`src/rtl/fp32_div_pkg.sv`:
```
// Shared types and constants for the iterative FP32 divider.
// Holds the FSM states, special-case codes and format constants.
package fp32_div_pkg;

  localparam int EXP_BIAS = 127;
  localparam logic [31:0] QNAN = 32'hFFFFFFFF;
  localparam int MANT_W = 24;
  localparam int QBITS = 26;

  typedef enum logic [1:0] {
    IDLE,
    ITER,
    NORM
  } state_t;

  typedef enum logic [2:0] {
    SC_NONE,
    SC_NAN,
    SC_INF,
    SC_ZERO,
    SC_DIVZ
  } sc_t;

endpackage

```
`src/rtl/fp32_div_mant_iter.sv`:
```
// Radix-2 restoring mantissa divider, one quotient bit per cycle.
// Ports: CLK, NRST, start (load ma/mb), done (last step), q, rem_nz.
module fp32_div_mant_iter
  import fp32_div_pkg::*;
(
  input  logic              CLK,
  input  logic              NRST,
  input  logic              start,
  input  logic [MANT_W-1:0] ma,
  input  logic [MANT_W-1:0] mb,
  output logic              done,
  output logic [QBITS-1:0]  q,
  output logic              rem_nz
);

  logic [MANT_W:0]   rem;
  logic [MANT_W:0]   diff;
  logic [MANT_W-1:0] mb_q;
  logic [4:0]        count;
  logic              run;
  logic              ge;

  assign ge     = rem >= {1'b0, mb_q};
  assign diff   = ge ? rem - {1'b0, mb_q} : rem;
  assign done   = run && (count == 5'(QBITS - 1));
  assign rem_nz = |rem;

  // After a subtract the remainder is below mb, so the
  // left shift never loses a set bit.
  always_ff @(posedge CLK or negedge NRST) begin
    if (!NRST) begin
      rem   <= '0;
      mb_q  <= '0;
      q     <= '0;
      count <= '0;
      run   <= 1'b0;
    end else if (start) begin
      rem   <= {1'b0, ma};
      mb_q  <= mb;
      q     <= '0;
      count <= '0;
      run   <= 1'b1;
    end else if (run) begin
      q     <= {q[QBITS-2:0], ge};
      rem   <= diff << 1;
      count <= count + 5'd1;
      if (done) run <= 1'b0;
    end
  end

endmodule

```
`src/rtl/fp32_div_iter.sv`:
```
// Iterative FP32 divider POUT = AIN / BIN, ready/valid input, 27-cycle latency.
// Ports: CLK, NRST, AIN, BIN, DI_VALID/DI_READY, DO_VALID, POUT, NaN, overflow,
// INF, DIVZERO. FP32_DIV_EARLY_EXIT_EN: special operands finish in 1 cycle.
module fp32_div_iter
  import fp32_div_pkg::*;
#(
  parameter int AWIDTH = 32
) (
  input  logic              CLK,
  input  logic              NRST,
  input  logic [AWIDTH-1:0] AIN,
  input  logic [AWIDTH-1:0] BIN,
  input  logic              DI_VALID,
  output logic              DI_READY,
  output logic              DO_VALID,
  output logic [AWIDTH-1:0] POUT,
  output logic              NaN,
  output logic              overflow,
  output logic              INF,
  output logic              DIVZERO
);

  state_t state, state_n;
  sc_t    sc_in, sc_q;

  logic       s_q;
  logic [7:0] ea_q, eb_q;
  logic       accept, done, rem_nz;
  logic [QBITS-1:0] q;

  logic [7:0] ea, eb;
  logic a_nan, a_inf, a_zero;
  logic b_nan, b_inf, b_zero;

  assign ea = AIN[30:23];
  assign eb = BIN[30:23];
  assign a_nan  = (&ea) && (|AIN[22:0]);
  assign a_inf  = (&ea) && !(|AIN[22:0]);
  assign a_zero = (ea == 8'd0);
  assign b_nan  = (&eb) && (|BIN[22:0]);
  assign b_inf  = (&eb) && !(|BIN[22:0]);
  assign b_zero = (eb == 8'd0);

  assign DI_READY = (state == IDLE);
  assign accept   = DI_VALID && DI_READY;

  always_comb begin
    sc_in = SC_NONE;
    if (a_nan || b_nan || (a_zero && b_zero) || (a_inf && b_inf))
      sc_in = SC_NAN;
    else if (a_inf)
      sc_in = SC_INF;
    else if (b_inf)
      sc_in = SC_ZERO;
    else if (b_zero)
      sc_in = SC_DIVZ;
    else if (a_zero)
      sc_in = SC_ZERO;
  end

  fp32_div_mant_iter u_mant (
    .CLK    (CLK),
    .NRST   (NRST),
    .start  (accept),
    .ma     ({1'b1, AIN[22:0]}),
    .mb     ({1'b1, BIN[22:0]}),
    .done   (done),
    .q      (q),
    .rem_nz (rem_nz)
  );

  always_ff @(posedge CLK or negedge NRST) begin
    if (!NRST) state <= IDLE;
    else       state <= state_n;
  end

  always_comb begin
    state_n = state;
    unique case (state)
      IDLE: begin
        if (accept) begin
`ifdef FP32_DIV_EARLY_EXIT_EN
          state_n = (sc_in != SC_NONE) ? NORM : ITER;
`else
          state_n = ITER;
`endif
        end
      end
      ITER: if (done) state_n = NORM;
      NORM: state_n = IDLE;
      default: state_n = IDLE;
    endcase
  end

  always_ff @(posedge CLK or negedge NRST) begin
    if (!NRST) begin
      s_q  <= 1'b0;
      ea_q <= '0;
      eb_q <= '0;
      sc_q <= SC_NONE;
    end else if (accept) begin
      s_q  <= AIN[31] ^ BIN[31];
      ea_q <= ea;
      eb_q <= eb;
      sc_q <= sc_in;
    end
  end

  logic [23:0] mant;
  logic [22:0] frac;
  logic [9:0]  e_base, e_fin;
  logic        g, st, rnd_up, carry;
  logic [31:0] res;
  logic        r_nan, r_ovf, r_inf, r_dz;

  // Exponent is kept as 10-bit two's complement so that
  // underflow (bit 9 set) and overflow are both visible.
  always_comb begin
    if (q[QBITS-1]) begin
      mant = q[25:2];
      g    = q[1];
      st   = q[0] | rem_nz;
    end else begin
      mant = q[24:1];
      g    = q[0];
      st   = rem_nz;
    end
    rnd_up = g & (st | mant[0]);
    carry  = rnd_up & (&mant);
    frac   = mant[22:0] + 23'(rnd_up);
    e_base = {2'b00, ea_q} - {2'b00, eb_q} + 10'(EXP_BIAS)
           - {9'd0, ~q[QBITS-1]};
    e_fin  = carry ? e_base + 10'd1 : e_base;

    res   = {s_q, e_fin[7:0], frac};
    r_nan = 1'b0;
    r_ovf = 1'b0;
    r_inf = 1'b0;
    r_dz  = 1'b0;
    unique case (sc_q)
      SC_NAN: begin
        res   = QNAN;
        r_nan = 1'b1;
      end
      SC_INF: begin
        res   = {s_q, 8'hFF, 23'd0};
        r_inf = 1'b1;
      end
      SC_ZERO: res = {s_q, 31'd0};
      SC_DIVZ: begin
        res  = {s_q, 8'hFF, 23'd0};
        r_dz = 1'b1;
      end
      default: begin
        if (!e_fin[9] && (e_fin >= 10'd255)) begin
          res   = {s_q, 8'hFF, 23'd0};
          r_ovf = 1'b1;
        end else if (e_fin[9] || (e_fin == 10'd0)) begin
          res = {s_q, 31'd0};
        end
      end
    endcase
  end

  always_ff @(posedge CLK or negedge NRST) begin
    if (!NRST) begin
      DO_VALID <= 1'b0;
      POUT     <= '0;
      NaN      <= 1'b0;
      overflow <= 1'b0;
      INF      <= 1'b0;
      DIVZERO  <= 1'b0;
    end else begin
      DO_VALID <= 1'b0;
      if (state == NORM) begin
        DO_VALID <= 1'b1;
        POUT     <= res;
        NaN      <= r_nan;
        overflow <= r_ovf;
        INF      <= r_inf;
        DIVZERO  <= r_dz;
      end
    end
  end

endmodule

```
`config.mk`:
```
export PLATFORM = sky130hd
export DESIGN_NAME = fp32_div_iter
export DESIGN_NICKNAME = d
export VERILOG_FILES = /design/src/rtl/fp32_div_pkg.sv /design/src/rtl/fp32_div_mant_iter.sv /design/src/rtl/fp32_div_iter.sv
export SDC_FILE = /design/constraint.sdc
export NUM_CORES = 1
export LEC_CHECK = 0
export CAP_MARGIN = 40
export CELL_PAD_IN_SITES_DETAIL_PLACEMENT = 0
export CELL_PAD_IN_SITES_GLOBAL_PLACEMENT = 1
export CORE_AREA = 8 8 152 154
export CTS_CLUSTER_DIAMETER = 30
export DETAILED_ROUTE_END_ITERATION = 12
export DIE_AREA = 0 0 160 162
export MAX_ROUTING_LAYER = met4
export PLACE_DENSITY = 0.82
export SYNTH_ARGS = -nofsm -noshare
export SYNTH_HDL_FRONTEND = slang
export SYNTH_SLANG_ARGS = --single-unit
```
`constraint.sdc`:
```
create_clock -name CLK -period 7.8 [get_ports CLK]
set_input_delay 1.56 -clock CLK [delete_from_list [all_inputs] [get_ports CLK]]
set_output_delay 1.56 -clock CLK [all_outputs]
set_load 0.03 [all_outputs]
```
Yosys cells after proc, flatten, opt, wreduce, memory -nomap -nowiden

Index checks and enable logic that the tools add are counted.

Register bits: 140
Input bits: 67
Logic and storage cells: 101

Add/subtract/negate cells: 7
Magnitude comparators: 2
Equality and inequality tests: 9
Mux-type cells: 31
Bitwise gates (word level): 6
Reductions and logical operators: 30

Operators with widths:

| cell                                                               | count |
|---|---|
| one-hot mux 32 bit (3 select lines)                                | 1 |
| 2-to-1 mux 31 bit                                                  | 2 |
| 2-to-1 mux 26 bit                                                  | 2 |
| 2-to-1 mux 25 bit                                                  | 2 |
| 2-to-1 mux 24 bit                                                  | 2 |
| OR reduction 23 bit                                                | 2 |
| greater-or-equal comparator 25 x 24 -> 1 bit                       | 1 |
| OR reduction 25 bit                                                | 1 |
| AND reduction 24 bit                                               | 1 |
| subtractor 24 bit                                                  | 1 |
| adder 23 x 1 -> 23 bit                                             | 1 |
| zero test 8 bit                                                    | 2 |
| AND reduction 8 bit                                                | 2 |
| 2-to-1 mux 3 bit                                                   | 4 |
| 2-to-1 mux 1 bit                                                   | 11 |
| adder 10 x 1 -> 10 bit, second input constant                      | 1 |
| adder 9 x 8 -> 10 bit, second input constant                       | 1 |
| greater-or-equal comparator 10 x 8 -> 1 bit, second input constant | 1 |
| zero test 10 bit                                                   | 1 |
| 2-to-1 mux 10 bit                                                  | 1 |
| 2-to-1 mux 5 bit                                                   | 2 |
| subtractor 10 x 1 -> 10 bit                                        | 1 |
| logical AND 1 bit                                                  | 9 |
| subtractor 8 x 8 -> 9 bit                                          | 1 |
| 22 further kinds                                                   | 32 |

Longest topological paths before layout

Word-level depth: 12
Mapped depth: 22

By module

A second synthesis with hierarchy kept.

Cells, all modules: 1110
Area, all modules: 9745.6 µm²

Modules (own cells, without submodules):

| module             | instances | cells each | area each (µm²) |
|---|---|---|---|
| fp32_div_mant_iter | 1         | 536        | 4882.2 |
| fp32_div_iter      | 1         | 574        | 4863.4 |

Least setup slack after synthesis

Ideal clock, no wire load.

Path kind: reg2reg
Start: reg ea_q[0]
End: reg POUT[0]
Library setup time: 0.126 ns
Arrival: 4.581 ns
Required time: 7.674 ns
Slack: 3.093 ns
Stages on the path, launching flop included: 22
Path buffers: 3
Cell sequence: dfrtp_1 -> inv_1 -> ha_1 -> inv_1 -> fa_1 -> a211o_1 -> a21o_1 -> and2_4 -> buf_6 -> inv_2 -> ha_1 -> a21oi_1 -> o21ai_0 -> a311oi_2 -> nand4_2 -> or4_4 -> xor2_1 -> nand4_1 -> and4b_1 -> buf_6 -> buf_6 -> a221o_1

Longest elaborated chain between the ends: 10
Elaborated cells on any way between the ends: 13
Classes of those cells: add/sub (4); order compare (1); mux (4); reduce/logical (4)

RTL lines:

| element                                                                             | RTL line             | RTL |
|---|---|---|
| start, declared                                                                     | fp32_div_iter.sv:27  | `logic [7:0] ea_q, eb_q;` |
| start signal, assigned                                                              | fp32_div_iter.sv:98  | `ea_q <= '0;` |
| start signal, assigned                                                              | fp32_div_iter.sv:103 | `ea_q <= ea;` |
| subtractor 8 x 8 -> 9 bit (*)                                                       | fp32_div_iter.sv:131 | `e_base = {2'b00, ea_q} - {2'b00, eb_q} + 10'(EXP_BIAS)` |
| adder 9 x 8 -> 10 bit (*)                                                           | fp32_div_iter.sv:131 |  |
| subtractor 10 x 1 -> 10 bit (*)                                                     | fp32_div_iter.sv:132 | `- {9'd0, ~q[QBITS-1]};` |
| adder 10 x 1 -> 10 bit                                                              | fp32_div_iter.sv:133 | `e_fin = carry ? e_base + 10'd1 : e_base;` |
| 2-to-1 mux 10 bit (*)                                                               | fp32_div_iter.sv:133 |  |
| branches (longest 3 deep; another with greater-or-equal comparator 10 x 8 -> 1 bit) | -                    |  |
| 2-to-1 mux 31 bit (*)                                                               | fp32_div_iter.sv:155 | `if (!e_fin[9] && (e_fin >= 10'd255)) begin` |
| one-hot mux 32 bit (3 select lines) (*)                                             | fp32_div_iter.sv:140 | `unique case (sc_q)` |
| end signal, assigned                                                                | fp32_div_iter.sv:177 | `POUT <= res;` |
| end, declared                                                                       | fp32_div_iter.sv:16  | `output logic [AWIDTH-1:0] POUT,` |

Every way passes the cells marked *.
A chain may end at the register's enable or synchronous reset.

Worst setup path in the final report

Start: reg ea_q[0]
End: reg POUT[3]

Same word-level chain as after synthesis.

==> impl_metrics.yaml <==
timing:
  finalSetupViolCount: 0
  rsz0062_at_grt: "false"
  post-route-period-util: 0.710
  finalSetupTns_ns: 0
  relSlewSlack: 0.387
  fmax_mhz: 180
  setup_slack_ns: 2.26
  period_needed_ns: 5.54
  hold_viol: 0
  tightest_slew_ns: 0.896
  skew_ns: 0.0151
  drv_slew: 0
clocking:
  cts_resized: 0
  clock_path_buffers: 2
  clk_pin_slew_ns: 0.07
  clk_latency_ns: 0.44
  postCtsHoldBufs: 0
  cts_sinks: 140
  postCtsSetupRepairBufs: 0
  cts-htree-levels: 4
  cts_tree: "yes"
  cts-buffers-inserted: 17
  root_buffer: "clkbuf_16"
place:
  io_buffers: 104
  routabilityCongestion: 0.853
  pre_cts_ws_ns: 2.35
  dp_hpwl_mm: 18.1
  placed_cells: 1431
die:
  start_util: 0.461
  dieWidth_um: 160
  ios: 105
  coreArea_sq_um: 20700
  dieArea_sq_um: 25900
  row_count: 53
  fp.dieH_um: 162
synthesis:
  ys_ff_latch: 140
  ys_top_cells_by_count: "nand2_1, dfrtp_1, o21ai_0, a21oi_1, nor2_1"
  syn_nets: 1217
  ys_warn_count: 0
  netlist_instances: 1102
  synth_area_per_cell_sq_um: 8.65
  yosys.cell_types.count: 75
  synthArstFlopShare: 1.00
  synth_top_area_frac: 0.367
  yosysSeqAreaShare: 0.367
  yosysTopAreaCell: "dfrtp_1"
  synth_area_sq_um: 9530
  synth.most_common_cell: "nand2_1"
  synth-edff-count: 0
  ys.flop_type: "dfrtp_1"
  netlist_top_cells_area: "dfrtp_1, ha_1, nand2_1"
worst_setup_path:
  critPathMaxFanout: 23
  worstPathArrival_ns: 5.91
  rrSetupSlack_ns: 2.26
  r2r_end: "POUT[3]"
  reg2reg_depth: 18
  r2r-start: "ea_q[0]"
  required_ns: 8.17
  crit_type: "reg2reg"
  cp-start-kind: "flop"
  endpoint_kind: "flop"
worst_hold_path:
  holdCritStartpoint: "u_mant.mb_q[23]"
  min_path_cells: 2
  hp-class: "reg2reg"
  min_to: "u_mant.mb_q[23]"
drt:
  drc: 0
  wl_per_cell_um: 16.9
  dr.pass1.iters: 6
  wirelength_mm: 24.7
  vias: 8288
  ant_nets: 0
  drtIter0Drc: 498
  vias_per_cell: 5.66
grt:
  grt_max_degree: 69
  grt_usage: 0.197
  grt.overflow.total: 0
  grt_antenna_before_repair: 1
  grt_pass1_wl_mm: 40.9
  grt_pass1_vias: 7995
finish:
  stdcell_count: 1464
  drive_above_1_share: 0.0589
  post-route-util: 0.549
  nets: 1290
  area_growth_pct: 19.1
status:
  status: "completed"
job:
  max-cap-violations: 0
per-stage QoR:
stage | hold slack, ns | cell area, sq um
6_report | 0.457 | 11400
5_1_grt | 0.476 | 11400
4_1_cts | 0.465 | 11300
3_5_place_dp | 0.448 | 10800
3_3_place_gp | 0.438 | 10700
2_1_floorplan | 0.418 | 9530
area by class of cell:
type | count | area (sq um)
Fill cell | 1946 | 9340
Antenna cell | 1 | 2.50
Timing Repair Buffer | 112 | 1130
Multi-Input combinational cell | 839 | 5540
Clock inverter | 15 | 166
Clock buffer | 17 | 425
Inverter | 65 | 244
Sequential cell | 140 | 3500
Tap cell | 275 | 344
worst max path at each step:
stage                 start        to  slack (ns)
finish              ea_q[0]   POUT[3]        2.26
global route        ea_q[0]   POUT[3]        1.96
CTS                 ea_q[0]   POUT[3]        2.31
floorplan           ea_q[0]   POUT[0]        3.09
global placement    ea_q[0]  POUT[15]        2.48
detailed placement  ea_q[0]   POUT[3]        2.35
sequential cells by signal, indices dropped and copies added, names as in the netlist, 2 cells and up:
name / count
u_mant.mb_q: 24
ea_q: 8
POUT: 32
u_mant.rem: 25
state: 2
u_mant.q: 26
eb_q: 8
sc_q: 3
u_mant.count: 5
cells by family after synthesis:
| family | share of synthesized area |
|---|---|
| AND/OR/NAND/NOR | 0.197 |
| AO/OA/AOI/OAI | 0.202 |
| flip-flops | 0.367 |
| buffers and inverters | 0.0520 |
| XOR/XNOR | 0.0579 |
| multiplexers | 0.0589 |
| adder cells (fa/ha/maj) | 0.0654 |
worst max-delay path, cell delays in order, from the launching register on:
cell       delay [ns]
dfrtp_1          0.36
inv_1            0.08
ha_1             0.19
inv_1            0.06
fa_1             0.41
a211o_1          0.36
a21o_1           0.19
and2_4           0.19
ha_1             0.32
inv_1            0.08
or2_2            0.31
a2111oi_0        0.53
a311oi_2         0.11
nand4_2          0.16
nor2_1           0.10
a31o_2           0.26
a31oi_1          0.62
and4b_1          0.86
a221o_1          0.27
layer usage:
| metal | vias to the layer above | wire length (um) | track usage |
|---|---|---|---|
| met5 | - | 0 | - |
| met4 | 0 | 374 | 0.0590 |
| met3 | 27 | 1040 | 0.0382 |
| met2 | 191 | 11100 | 0.301 |
| met1 | 3955 | 12100 | 0.261 |
| li1 | 4115 | - | - |
layout by cell type, fill, tap and decap left out, types with 25 or more instances in the layout:
| master | instances |
|---|---|
| mux2i_1 | 46 |
| nand3_1 | 27 |
| xnor2_1 | 32 |
| a21oi_1 | 74 |
| clkdlybuf4s50_1 | 103 |
| dfrtp_1 | 139 |
| nand2_1 | 147 |
| a221o_1 | 25 |
| inv_1 | 64 |
| ha_1 | 45 |
| nor2_1 | 71 |
| xor2_1 | 31 |
| o21ai_0 | 87 |
Power is left out: the tool's default activity adds up to more than one toggle a clock period on the data nets, which glitch-free logic cannot reach.
